File: config.mk
export PLATFORM = sky130hd
export DESIGN_NAME = hazard_ctrl
export DESIGN_NICKNAME = d
export VERILOG_FILES = /design/src/rtl/hazard_ctrl.sv
export SDC_FILE = /design/constraint.sdc
export NUM_CORES = 1
export LEC_CHECK = 0
export BUFFER_PORTS_ARGS = -buffer_cell sky130_fd_sc_hd__buf_2
export CAP_MARGIN = 10
export CORE_ASPECT_RATIO = 2
export CORE_UTILIZATION = 51
export DETAILED_ROUTE_END_ITERATION = 16
export PLACE_DENSITY = 0.81
export SLEW_MARGIN = 20
export SYNTH_ARGS = -nofsm -noshare
export SYNTH_HDL_FRONTEND = slang
export SYNTH_SLANG_ARGS = --single-unit
File: constraint.sdc
create_clock -name clk -period 2.97 [get_ports clk]
set_input_delay 0.594 -clock clk [delete_from_list [all_inputs] [get_ports clk]]
set_output_delay 0.594 -clock clk [all_outputs]
set_load 0.02 [all_outputs]
File: src/rtl/hazard_ctrl.sv
// hazard_ctrl: RAW interlock, decode-stage forwarding selects and branch flush sequencing
module hazard_ctrl #(
  parameter int REG_ADDR_W  = 5,
  parameter int PIPE_DEPTH  = 3,
  parameter int LOAD_LAT    = 1,
  parameter int FLUSH_SLOTS = 2,
  parameter int FWD_EN      = 1,
  parameter int SEL_W       = $clog2(PIPE_DEPTH + 1)
) (
  input  logic                  clk,
  input  logic                  rst,
  input  logic                  dec_valid,
  input  logic [REG_ADDR_W-1:0] dec_rs1,
  input  logic [REG_ADDR_W-1:0] dec_rs2,
  input  logic                  dec_rs1_used,
  input  logic                  dec_rs2_used,
  input  logic [REG_ADDR_W-1:0] dec_rd,
  input  logic                  dec_wen,
  input  logic                  dec_is_load,
  input  logic                  branch_taken,
  output logic                  stall,
  output logic                  flush_fetch,
  output logic                  flush_dec,
  output logic                  issue,
  output logic [SEL_W-1:0]      fwd_sel_rs1,
  output logic [SEL_W-1:0]      fwd_sel_rs2,
  output logic [15:0]           stall_count
);
  localparam int CNT_W = $clog2(FLUSH_SLOTS + 1);
  typedef enum logic {RUN, FLUSH} state_t;
  state_t                state;
  logic [CNT_W-1:0]      cnt;
  logic [PIPE_DEPTH-1:0] t_valid, t_load;
  logic [REG_ADDR_W-1:0] t_rd [PIPE_DEPTH];
  logic [1:0]            haz;
  logic [SEL_W-1:0]      sel [2];
  logic                  run, kill;
  // Entries are only valid for rd!=0, so a match can never involve x0.
  always_comb begin
    haz = '0;
    sel[0] = '0;
    sel[1] = '0;
    for (int j = 0; j < 2; j++)
      for (int k = PIPE_DEPTH - 1; k >= 0; k--)
        if ((j == 0 ? dec_rs1_used : dec_rs2_used) && t_valid[k] && t_rd[k] == (j == 0 ? dec_rs1 : dec_rs2)) begin
          haz[j] = FWD_EN == 0 || (t_load[k] && k < LOAD_LAT);
          sel[j] = haz[j] ? '0 : SEL_W'(k + 1);
        end
  end
  assign run         = state == RUN;
  assign stall       = !rst && dec_valid && |haz && run && !branch_taken;
  assign issue       = !rst && dec_valid && !stall && run && !branch_taken;
  assign flush_fetch = !rst && (!run || branch_taken);
  assign flush_dec   = flush_fetch;
  assign kill        = rst || stall || !run || !dec_valid;
  assign fwd_sel_rs1 = kill ? '0 : sel[0];
  assign fwd_sel_rs2 = kill ? '0 : sel[1];
  always_ff @(posedge clk) begin
    if (rst) begin
      state       <= RUN;
      cnt         <= '0;
      t_valid     <= '0;
      t_load      <= '0;
      stall_count <= '0;
    end else begin
      t_valid     <= (t_valid << 1) | PIPE_DEPTH'(issue && dec_wen && dec_rd != '0);
      t_load      <= (t_load << 1) | PIPE_DEPTH'(issue && dec_is_load);
      stall_count <= stall_count + 16'(stall && stall_count != 16'hFFFF);
      if (run) begin
        if (branch_taken && FLUSH_SLOTS > 1) begin
          state <= FLUSH;
          cnt   <= CNT_W'(FLUSH_SLOTS - 1);
        end
      end else begin
        cnt <= cnt - CNT_W'(1);
        if (cnt == CNT_W'(1)) state <= RUN;
      end
    end
    for (int k = PIPE_DEPTH - 1; k > 0; k--) t_rd[k] <= t_rd[k-1];
    t_rd[0] <= dec_rd;
  end
endmodule

==> summary by stage <==
Setup path
The cell repeated most along the worst path is sky130_fd_sc_hd__buf_2. The critical path arrival is 2080 ps. The setup check on the worst reg-to-reg path leaves a slack of 550 ps. Following the worst setup path forward leads to its endpoint at fwd_sel_rs2[0]. The worst reg2reg path startpoint is t_rd[0][1]. The largest single stage delay on the critical path is 380 ps.

For the worst setup path, the data required time is 2380 ps. STA classifies the critical path startpoint as an input pin. The slowest stage cell on the critical path is sky130_fd_sc_hd__or3b_1.

The maximum fanout along the worst path is 3. The endpoint identified for the worst register-to-register timing path is stall_count[13]. The critical path starts at dec_rs2[4]. The critical path goes through buf_2, xor2_1, nor4_2, nand4_1, or3b_1, a21oi_1, buf_2.

The number of cell instances on the worst register-to-register path is 11. STA classifies the critical path endpoint as a primary output. The setup path with the least slack is of type input pin to primary output.

Clocking
The post-cts repair resize count is 0. The clock drives 38 sinks. The CTS buffer count is 5. Clock-pin slew was measured on the worst setup and hold paths at 80 ps. Counting along the longest clock path gives a buffer depth of 2. The H-tree was split into 2 levels.

The cell at the root of the clock tree is sky130_fd_sc_hd__clkbuf_8. The clock latency on the worst-skew pair is 290 ps. The number of setup buffers added after CTS is 0. In this run, post-CTS hold repair placed 0 buffers. TritonCTS built the clock tree.

Job
Across the run, the number of max-cap violations was 0.

Drt
The wire length on met1 is 1290 microns. After detailed routing, the number of vias per cell comes to 5.43. The number of optimization iterations in the first detailed-route pass is 4. The amount of wire on met2 after detailed routing is about 2200 microns. The routed design has 3670 microns of wire. The final antenna-violating net count is 0.

The detailed router placed 1440 vias in this run. The count of unresolved DRC violations after routing is 0. In the detailed route, the total length drawn on met3 is 101 microns. The post-detailed-route wirelength per cell is between 10 and 15 microns. The highest metal layer carrying signal wires in the routed design is met4. The initial DRC count is 12.

Power
The proportion of power drawn by flip-flops and latches is 51.2%. Net switching is 22.8% of the power. IR analysis of the VDD net gives a maximum drop of 434 uV. Summed over all cells, the static leakage comes to 0.905 nW.

Cell internal power was estimated by the tool at 0.814 mW. The power density normalized to cell area is 502 nW/um^2. The clock network fraction of design power is roughly two fifths. The share of total power dissipated in combinational logic is 8.6%.

Total power for the finished layout comes to about 1.1 mW. For this design the total switching power over the nets is ~0.24 mW.

Timing
Subtracting the final worst setup slack from the clock period gives ~2700 ps. The part of the cycle the worst path needs is 90.1%. Static timing analysis puts the maximum clock frequency at ~370 MHz.

The final setup violation count is 0. Setup repair after global routing left no endpoint under its margin. Measured against its own limit, the worst slew margin works out to between 70% and 80%.

The max-slew violation count is 0. The transition at the pin with the smallest max-transition slack is 356 ps. The final count of hold timing violations came to 0. Across the routed clock network, the largest skew measured is 6.46 ps. The setup TNS after final layout is 0 ps.

Cells and area
The library cells used most frequently in the layout, excluding fill and tap cells, are 46 x sky130_fd_sc_hd__buf_2, 38 x sky130_fd_sc_hd__dfxtp_1, 28 x sky130_fd_sc_hd__xor2_1. The count of inserted antenna diode cells is 0. Of the cells placed in the final design, the portion with a size suffix greater than 1 is a little over a quarter. The number of nets at the end of the flow is 260. Compared with the post-synthesis result, the final layout area differs by 22.2%. The most frequent standard cell in the layout excluding fill and tap cells is sky130_fd_sc_hd__buf_2. Fill cells in the final layout number approximately 280. Registers take around 760 sq um. The utilization after layout is 65.7%.

The multi-input combinational cells in the finished layout cover a total of between 900 and 1000 sq um.

Logic synthesis
Of the total synthesized cell area, the portion taken by AND, OR, NAND and NOR gates is about a quarter. The leading area contributor after synthesis is sky130_fd_sc_hd__dfxtp_1. In the post-synthesis netlist, the biggest area contributors are sky130_fd_sc_hd__dfxtp_1 44%, sky130_fd_sc_hd__xor2_1 14%, sky130_fd_sc_hd__xnor2_1 7.1%, sky130_fd_sc_hd__nor2_1 4.4%, sky130_fd_sc_hd__nand4_1 3.3%. In the synthesized netlist, mux cells make up 0% of the area. When the netlist entered floorplanning its net count stood at 208. The dominant combinational cell family by area after synthesis is simple AND/OR/NAND/NOR gates. Of the total synthesized cell area, the portion taken by full adders, half adders and majority gates is 2.92%. The compound-cell area share of the yosys netlist is 6.34%.

The average instance in the mapped netlist occupies 9.48 sq um. The sequential element share of the synthesized area is around 44%. The area of the mapped netlist is between 1500 and 2000 sq um. The count of mapped cells out of synthesis is about 180. The synthesized design contains 38 register bits. For this run, the number of Yosys warnings is 0. The synthesized netlist contains 30 unique library cells. The xor and xnor fraction of the mapped netlist area is between 20% and 30%. The area share of the leading cell type in the synthesized netlist is between 40% and 50%.

Placed design
The placer's final routability congestion estimate is 0.823. After legalization and detailed placement, the total HPWL measured 2920 microns. Buffers placed on the I/O ports in this run total 46.

GRT
The first global-routing pass estimated 6120 microns of wire. The overall overflow remaining after global route is 0. The number of antenna violations at the first check in global routing was 0. The via count of the first global-routing pass is about 1400. The maximum number of pins on one net before global-route repair is 23. The overall global routing resource usage is 22.3%.

Die
From bottom edge to top edge, the die measures roughly 84 microns. The die boundary width is 43.0 microns. For this configuration, the core starts out at a cell density of 53.8%. The top-level I/O count is 47. The floorplan step defined a die boundary enclosing between 3000 and 4000 sq um.

The floorplan row count is 29. The core region is 3190 sq um.

Hold path
In this run the worst hold path is classified as register to register.

Status
The flow ran to the end, and the final reports show no timing, DRC or antenna violations.
-- worst min-delay path by stage --
stage | start | end | slack (ps) | cells after the start
final | t_rd[0][9] | t_rd[0][14] | 390 | 0
after global routing | dec_rd[4] | t_rd[0][4] | 400 | 1
after CTS | t_rd[0][9] | t_rd[0][14] | 390 | 0
after detailed placement | t_rd[0][9] | t_rd[0][14] | 380 | 0
after global placement | t_rd[0][9] | t_rd[0][14] | 380 | 0
after floorplan | t_rd[0][7] | t_rd[0][12] | 370 | 0
-- per-layer routing --
layer | up-vias | global-route usage [%]
met4 | 0 | 10.7
li1 | 729 | -
met1 | 668 | 21.0
met3 | 9 | 3.90
met5 | - | 0
met2 | 34 | 43.0
-- logic make-up after synthesis --
group,Yosys count
AOI/OAI and AO/OA,17
xor gates and xnor gates,42
adders and majority gates,4
buffers and inverters,7
DFF,38
and+or+nand+nor,73
-- per-stage QoR --
stage          instance area, sq um  setup slack (ps)  hold WS [ps]  std cells
2_1_floorplan                  1720               277           373        181
3_5_place_dp                   1990               107           381        257
3_3_place_gp                   1990               122           376        257
4_1_cts                        2100               251           391        265
6_report                       2100               295           388        265
5_1_grt                        2100               188           404        265
-- layout make-up --
class | instances | area share (%)
multi-input combinational | 136 | 44.1
tap | 31 | 1.85
clock inverter | 3 | 1.91
timing repair buffer | 49 | 12.0
inverter | 3 | 0.537
sequential | 38 | 36.3
clock buffer | 5 | 3.28
-- sequential cells by signal, indices dropped and copies added (netlist names) --
signal       count
stall_count     16
state            1
t_rd            15
cnt              2
t_load           1
t_valid          3
-- power by group through the flow --
stage	Combinational (mW)	Clock, mW	Sequential [mW]
after floorplan	0.0547	0	0.548
after global placement	0.0888	0	0.551
after detailed placement	0.0904	0	0.552
after CTS	0.0913	0.439	0.540
after global routing	0.0990	0.457	0.542
final	0.0901	0.424	0.540
-- cell usage after synthesis (all sizes together) --
cell    number
dfxtp       38
xor2        28
nor2        20
xnor2       14
nand3       10
nand4        9
nand2        8
nor4         6
nor3         5
a21oi        4
ha           4
nor2b        4
o21a         4
a211oi       3
and3         3
clkbuf       3
inv          3
o21ai        3
or3          2
or3b         2
a31oi        1
and4         1
buf          1
nor4b        1
o21bai       1
o31ai        1
or2b         1
or4          1
-- critical path, delay by kind of cell --
family | cells | cell delay, ps
compound gates | 1 | 140
buf+inv | 2 | 300
xor+xnor | 1 | 170
simple gates | 3 | 870
No activity file was read; power rests on OpenSTA's default activity.
